$ cat src/rtl/hamming_rx_deframer.sv
// Serial Hamming(12,8) receive front end: assembles a 12-bit codeword, computes its
// syndrome and one-hot data-correction mask, and holds them in a valid/ready buffer.
module hamming_rx_deframer (
  input  logic        clk,
  input  logic        rst,
  input  logic        ser_in,
  input  logic        ser_valid,
  output logic        ser_ready,
  input  logic        frame_sync,
  output logic [11:0] code_out,
  output logic [7:0]  parity_mask,
  output logic [3:0]  syndrome,
  output logic        err_single,
  output logic        err_uncorr,
  output logic        out_valid,
  input  logic        out_ready,
  output logic        sync_err
);

  localparam logic [1:0] IDLE  = 2'd0;
  localparam logic [1:0] SHIFT = 2'd1;
  localparam logic [1:0] FULL  = 2'd2;

  logic [1:0]  state;
  logic [3:0]  count;
  logic [11:0] shreg;
  logic        take;
  logic        buf_free;
  logic        load;
  logic [3:0]  syn_c;
  logic [7:0]  mask_c;

  assign ser_ready = (state != FULL);
  assign take      = ser_valid & ser_ready;
  assign buf_free  = !out_valid | out_ready;
  assign load      = (state == FULL) & buf_free;

  // shreg[k-1] holds codeword position k; position 1 is the first bit received
  always_comb begin
    syn_c[0] = shreg[0] ^ shreg[2] ^ shreg[4] ^ shreg[6] ^ shreg[8] ^ shreg[10];
    syn_c[1] = shreg[1] ^ shreg[2] ^ shreg[5] ^ shreg[6] ^ shreg[9] ^ shreg[10];
    syn_c[2] = shreg[3] ^ shreg[4] ^ shreg[5] ^ shreg[6] ^ shreg[11];
    syn_c[3] = shreg[7] ^ shreg[8] ^ shreg[9] ^ shreg[10] ^ shreg[11];
  end

  always_comb begin
    mask_c = 8'h00;
    case (syn_c)
      4'd3:    mask_c = 8'h01;
      4'd5:    mask_c = 8'h02;
      4'd6:    mask_c = 8'h04;
      4'd7:    mask_c = 8'h08;
      4'd9:    mask_c = 8'h10;
      4'd10:   mask_c = 8'h20;
      4'd11:   mask_c = 8'h40;
      4'd12:   mask_c = 8'h80;
      default: mask_c = 8'h00;
    endcase
  end

  always_ff @(posedge clk or posedge rst) begin
    if (rst) begin
      state    <= IDLE;
      count    <= 4'd0;
      shreg    <= 12'h000;
      sync_err <= 1'b0;
    end else begin
      sync_err <= 1'b0;
      case (state)
        IDLE: begin
          if (take) begin
            shreg <= {11'b0, ser_in};
            count <= 4'd1;
            state <= SHIFT;
          end
        end
        SHIFT: begin
          if (take) begin
            // a sync mid-frame abandons the partial codeword and restarts at position 1
            if (frame_sync) begin
              shreg    <= {11'b0, ser_in};
              count    <= 4'd1;
              sync_err <= 1'b1;
            end else begin
              shreg[count] <= ser_in;
              count        <= count + 4'd1;
              if (count == 4'd11) state <= FULL;
            end
          end
        end
        FULL: begin
          if (buf_free) begin
            state <= IDLE;
            count <= 4'd0;
          end
        end
        default: state <= IDLE;
      endcase
    end
  end

  // output buffer: a reload on the same edge as a drain keeps out_valid high
  always_ff @(posedge clk or posedge rst) begin
    if (rst) begin
      code_out    <= 12'h000;
      parity_mask <= 8'h00;
      syndrome    <= 4'd0;
      err_single  <= 1'b0;
      err_uncorr  <= 1'b0;
      out_valid   <= 1'b0;
    end else if (load) begin
      code_out    <= shreg;
      parity_mask <= mask_c;
      syndrome    <= syn_c;
      err_single  <= (syn_c != 4'd0) && (syn_c <= 4'd12);
      err_uncorr  <= (syn_c >= 4'd13);
      out_valid   <= 1'b1;
    end else if (out_ready) begin
      out_valid   <= 1'b0;
    end
  end

endmodule

$ cat config.mk
export PLATFORM = sky130hd
export DESIGN_NAME = hamming_rx_deframer
export DESIGN_NICKNAME = d
export VERILOG_FILES = /design/src/rtl/hamming_rx_deframer.sv
export SDC_FILE = /design/constraint.sdc
export NUM_CORES = 1
export LEC_CHECK = 0
export ABC_CLOCK_PERIOD_IN_PS = 5000
export CORE_MARGIN = 1.5
export CORE_UTILIZATION = 25
export DETAILED_ROUTE_END_ITERATION = 16
export PLACE_DENSITY_LB_ADDON = 0.05
export SKIP_CTS_REPAIR_TIMING = 1
export SLEW_MARGIN = 10
export SYNTH_ARGS = -nofsm -noshare
export SYNTH_HDL_FRONTEND = slang
export SYNTH_SLANG_ARGS = --single-unit
$ cat constraint.sdc
create_clock -name clk -period 5 [get_ports clk]
set_clock_uncertainty 0.1 [all_clocks]
set_input_delay 0.75 -clock clk [delete_from_list [all_inputs] [get_ports clk]]
set_output_delay 0.75 -clock clk [all_outputs]
set_load 0.01 [all_outputs]
==> summary.txt, run 1 <==
Synth
  – Post-Syn Instances: 208
  – Largest cells by area after synthesis: dfrtp_1 49%, ha_1 4.8%, o21ai_0 4.1%, mux2_1 3.8%, mux2_2 3.8%
  – FF+latch count, synth: 46
  – Sequential share of the synthesized area: 49.0%
  – Cell area after synthesis: ~2300 µm²
  – Yosys top cell by area: dfrtp_1
  – Top cell type's share of synthesized area: roughly half
  – Synth warn: 0
  – Syn nets: approximately 220
  – Synth unique cells: 35
  – Avg Cell Area, Syn: between 10 and 15 µm²

Layout
  – Commonest non-fill, non-tap cell in the layout: dfrtp_1
  – Inserted Diodes: 0
  – Most frequent cells in the layout: 46 x dfrtp_1, 34 x clkdlybuf4s50_1, 20 x nand2_1
  – Fin util: between 30% and 40%
  – Post-layout nets: around 260
  – Layout cell share with drive strength beyond 1: between 10% and 20%
  – Area grow syn2layout: 23.7%
  – Final Cell Area: 2900 µm²

Worst setup path
  – Worst path required time: between 4 and 5 ns
  – Crit path launch type: flip-flop
  – Setup slack, reg-to-reg: 2.82 ns
  – RR Startpoint: state[1]
  – Critical R2R Capture: count[0]
  – Worst setup EP type: output pin
  – WP data arrival: around 1.7 ns
  – CP max FO: 4
  – WS Path Type: reg -> out
  – Worst r2r path cells: 6

Drt
  – Routed WL per cell: roughly 15 µm
  – Final WL: around 5.3 mm
  – Post-route ant nets: 0
  – Via count: between 1.5k and 2k
  – DRC viols: 0
  – DRT iter0 DRCs: between 50 and 60
  – Vias/cell: 4.55
  – Drt pass-1 iters: 4

Clocking
  – Clk sinks: 46
  – Clock buffer depth: 2
  – Clock root buffer: clkbuf_8
  – CTS Buf Count: 5
  – Worst skew pair latency: roughly 0.31 ns
  – TritonCTS clock tree: built
  – Clock transition at the registers of the reported paths: 0.10 ns
  – H-tree lvl count: 2

Floorplanning
  – Initial core utilization: roughly a quarter
  – Core ar.: 9150 µm²
  – Number of I/O pins: 35
  – Die width: 99.9 µm
  – Die height: roughly 100 µm
  – Row count: 35
  – Die area: 9980 µm²

Placed design
  – Routability congestion estimate: roughly 0.7
  – Dpl hpwl: 3.70 mm
  – IO Port Bufs: 34
  – Post-DP Area: between 2000 and 3000 µm²

Worst hold path
  – Worst Hold Class: reg -> reg
  – Worst hold endpoint: parity_mask[1]
  – Hold Path Origin: parity_mask[1]
  – Worst hold path depth: 2

Job
  – Max-Cap Viols: 0

GRT
  – GR Util All Layers: 11.4%
  – Vias in the first global route: between 1.5k and 2k
  – First-pass GRT wire length: between 8 and 9 mm
  – Largest net degree at the start of global routing: 47
  – Initial antenna violation count: 0
  – Total gr overflow: 0

STA
  – Final setup fails: 0
  – Worst-Margin Slew: 0.994 ns
  – Tcrit/Tclk final: 51.8%
  – Crit path time final: about 2.6 ns
  – RSZ-0062 raised after global routing: no
  – Final Hold Fails: 0
  – Setup TNS: 0 ns
  – FMAX: 386 MHz
  – Pins over their slew limit: 0
  – Slew HR: between 30% and 40%

Power
  – PwrDens: 340 nW/µm²
  – Leakage: 1.27 nW
  – Max VDD drop: ~120 µV
  – Pwr Total: just under 0.001 W

Status
  – Run status: completed
==> power breakdown <==
part           leakage [nW]  internal [W]  total, W  switching [W]
clock network        0.0585      0.000150  0.000292       0.000142
registers             0.632      0.000398  0.000425      0.0000265
logic                 0.582      0.000112  0.000271       0.000159
==> synthesized netlist by cell type <==
cell type and number:
and4_1 1, buf_4 1, a21bo_2 7, o21a_1 1
a2bb2oi_1 1, inv_1 9, o21ai_0 19, xnor2_2 3
nand4_1 1, nand3b_1 2, a21oi_1 14, and3_1 2
xor2_1 2, nand3_1 2, a32o_1 1, or4_1 1
xnor2_1 3, ha_1 9, mux2_1 8, xnor3_2 2
a211oi_1 1, dfrtp_1 46, nor2_1 3, nor2b_1 5
o21ai_1 6, o31ai_1 10, nand4b_1 1, xnor3_1 3
mux2_2 8, nor3b_1 2, nand2b_1 6, dlymetal6s2s_1 1
clkbuf_1 6, nand2_1 20, or2_1 1
==> cells by family (layout without fill, tap and decap cells) <==
kind of cell	count (synthesis)	after routing	share of synthesized area (%)
fa+ha+maj	9	9	4.80
flops	46	46	49.0
mux	16	16	7.68
compound gates	60	60	15.9
simple gates	47	47	10.4
xor+xnor	13	13	8.85
buf+inv	17	52	3.25
==> sequential cells by signal, indices dropped and copies added, names as in the netlist <==
register,cells
out_valid,1
syndrome,4
state,2
parity_mask,8
sync_err,1
count,4
err_uncorr,1
shreg,12
code_out,12
err_single,1
==> routing by layer <==
| layer | part of all wire (%) | GRT usage [%] | up-vias |
|---|---|---|---|
| met5 | 0 | 0 | - |
| met4 | 1.2 | 3.58 | 0 |
| met3 | 3.4 | 2.44 | 6 |
| met2 | 49 | 19.4 | 30 |
| met1 | 46 | 14.5 | 777 |
| li1 | - | - | 796 |
==> how the worst max path moves through the flow <==
stage,startpoint,to,slack (ns),cells after the start
global placement,out_ready,count[0],2.47,5
floorplan,state[1],count[0],3.03,7
global route,state[0],ser_ready,2.30,4
detailed placement,out_ready,count[0],2.45,5
CTS,state[0],ser_ready,2.38,4
finish,state[0],ser_ready,2.41,4
==> metrics by stage <==
stage | worst slack, ns | hold slack, ns | std cells
6_report | 2.41 | 0.383 | 354
2_1_floorplan | 3.03 | 0.375 | 208
5_1_grt | 2.30 | 0.409 | 354
3_3_place_gp | 2.47 | 0.362 | 346
3_5_place_dp | 2.45 | 0.367 | 346
4_1_cts | 2.38 | 0.391 | 354
==> worst max-delay path, cell delays in order, from the launching register on <==
cell and delay, ns:
dfrtp_1 0.40, inv_1 0.10, ha_1 0.25, inv_1 0.13
clkdlybuf4s50_1 0.55
==> final cells by class <==
type / count / area [µm²]
Clock buffer: 5 / 68.8
Clock inverter: 3 / 43.8
Fill cell: 937 / 6250
Inverter: 9 / 33.8
Multi-Input combinational cell: 145 / 1120
Sequential cell: 46 / 1150
Tap cell: 111 / 139
Timing Repair Buffer: 35 / 348
(Power assumes the default switching activity.)
==> inputs of run 2 (changes only) <==
ABC_CLOCK_PERIOD_IN_PS = 2370   (was 5000)
clock period = 2.37 ns   (was 5 ns; I/O delays follow)
==> run 2 against run 1 <==
Power grew 100%. Die area unchanged. Utilization rose by 0.21 points. Flip-flop and latch count unchanged. Largest power group unchanged. Final area increased by 0.65%. First-iteration DRC count down 3.7%. Critical path depth did not move. Global-route usage rose by 0.066 points.
==> summary.txt, run 2 (synthesized netlist as in run 1, its figures left out) <==
Layout
  – Commonest non-fill, non-tap cell in the layout: dfrtp_1
  – Filler cells: 943 (+0.64%)
  – Largest regs: code_out (12), shreg (12), parity_mask (8)
  – Layout cell share with drive strength beyond 1: 12.7% (+0.31 points)
  – Inserted Diodes: 0 (unchanged)
  – Post-layout nets: 259 (+0.78%)
  – Most frequent cells in the layout: 46 x dfrtp_1, 34 x clkdlybuf4s50_1, 20 x nand2_1
  – Area grow syn2layout: 24.5%
  – Final Cell Area: 2920 µm² (+0.65%)
  – Layout Cells excl Fill: 356 (+0.56%)

Drt
  – Vias/cell: 4.47 (-1.7%)
  – Post-route ant nets: 0 (unchanged)
  – Via count: 1,591 (-1.1%)
  – Final WL: 5.29 mm (+0.80%)
  – Routed WL per cell: 14.9 µm (+0.23%)
  – DRC viols: 0 (unchanged)
  – Drt pass-1 iters: 4 (unchanged)
  – DRT iter0 DRCs: 52 (-3.7%)

Clocking
  – TritonCTS clock tree: built
  – H-tree lvl count: 2 (unchanged)
  – Clock root buffer: clkbuf_8
  – CTS Buf Count: 5 (unchanged)
  – Worst skew pair latency: 0.30 ns (about the same)
  – Clk sinks: 46 (unchanged)
  – Clock transition at the registers of the reported paths: 0.09 ns (about the same)
  – Clock buffer depth: 2 (unchanged)

Placed design
  – Routability congestion estimate: 0.723 (+3.3%)
  – Post-DP Area: 2830 µm² (+1.4%)
  – Dpl hpwl: 3.85 mm (+4.1%)
  – IO Port Bufs: 34 (unchanged)
  – Placed cells: 348 (+0.58%)

STA
  – Pins over their slew limit: 0 (unchanged)
  – Hold WS: 0.272 ns (-0.111 ns)
  – Crit path time final: between 2 and 2.5 ns
  – Tcrit/Tclk final: between 90% and 100%
  – Worst-Margin Slew: 0.757 ns (-0.238 ns)
  – Setup TNS: 0 ns (unchanged)
  – Final Hold Fails: 0 (unchanged)
  – RSZ-0062 raised after global routing: no
  – FMAX: approximately 460 MHz
  – Slew HR: 49.2% (+16 points)
  – Final setup fails: 0 (unchanged)

Worst setup path
  – Crit path launch type: flip-flop
  – WS Path Type: reg -> out
  – CP max FO: 4 (unchanged)
  – WP data arrival: 1.72 ns (-0.02 ns)
  – CP peak stage delay: 0.55 ns (about the same)
  – Crit-path most repeated cell: inv_1
  – CP Cell Sequence: inv_1 -> ha_1 -> inv_1 -> clkdlybuf4s50_1
  – Worst setup EP type: output pin
  – Slowest CP cell: clkdlybuf4s50_1
  – Worst path required time: 1.91 ns (-2.24 ns)

GRT
  – First-pass GRT wire length: 8.71 mm (-1.3%)
  – Largest net degree at the start of global routing: 40 (-15%)
  – Initial antenna violation count: 0 (unchanged)
  – Vias in the first global route: 1,597 (-3.3%)
  – Total gr overflow: 0 (unchanged)
  – GR Util All Layers: 11.5% (+0.066 points)

Floorplanning
  – Number of I/O pins: 35 (unchanged)
  – Initial core utilization: 25.6% (unchanged)
  – Row count: 35 (unchanged)
  – Die width: 99.9 µm (unchanged)
  – Die height: 99.9 µm (unchanged)
  – Die area: 9980 µm² (unchanged)
  – Core ar.: 9150 µm² (unchanged)

Job
  – Max-Cap Viols: 0 (unchanged)

Worst hold path
  – Worst Hold Class: in -> async

Status
  – Run status: completed

Power
  – Leakage: 1.28 nW (+0.87%)
  – PwrDens: 678 nW/µm² (+99%)
  – Max VDD drop: 284 µV (+130%)
-- run 2: worst paths after layout --
kind                           startpoint        endpoint  slack, ns  depth (start not counted)
max                              state[0]       ser_ready       0.19                          4
min                                   rst     code_out[0]       0.27                          2
max reg2reg                      state[1]        count[0]       0.25                          6
min reg2reg                parity_mask[2]  parity_mask[2]       0.38                          2
max in group asynchronous             rst    code_out[11]       1.39                          3
min in group clk           parity_mask[2]  parity_mask[2]       0.38                          2
-- run 2: metrics by stage --
stage               power [W]  utilization [%]  setup slack [ns]
global placement      0.00150             30.9             0.235
detailed placement    0.00150             30.9             0.250
floorplan             0.00132                -             0.396
global route          0.00214             31.9            0.0881
CTS                   0.00202             31.9             0.176
finish                0.00198             31.9             0.190
-- run 2: critical path: cells and delay by family (launching register included) --
family / cells / cell delay, ns
fa+ha+maj: 1 / 0.25
flops: 1 / 0.41
buf+inv: 3 / 0.76
-- run 2: final cells by class --
| cell class | instances | area [µm²] | area share (%) |
|---|---|---|---|
| Inverter | 9 | 33.8 | 1.16 |
| Clock inverter | 1 | 5.00 | 0.171 |
| Multi-Input combinational cell | 145 | 1120 | 38.3 |
| Sequential cell | 46 | 1150 | 39.4 |
| Clock buffer | 7 | 86.3 | 2.95 |
| Timing Repair Buffer | 37 | 388 | 13.3 |
| Tap cell | 111 | 139 | 4.75 |
-- run 2: where the power goes --
| part | switching (W) | internal [W] | total [W] |
|---|---|---|---|
| Combinational | 0.000334 | 0.000239 | 0.000573 |
| Clock | 0.000275 | 0.000236 | 0.000511 |
| Sequential | 0.0000581 | 0.000840 | 0.000898 |
-- run 2: per-layer routing --
metal  GRT usage, %  vias to the layer above  part of all wire [%]
met3           2.86                        5                   3.2
li1               -                      798                     -
met1           14.9                      765                    47
met5              0                        -                     0
met4           3.58                        0                   1.4
met2           18.8                       23                    49
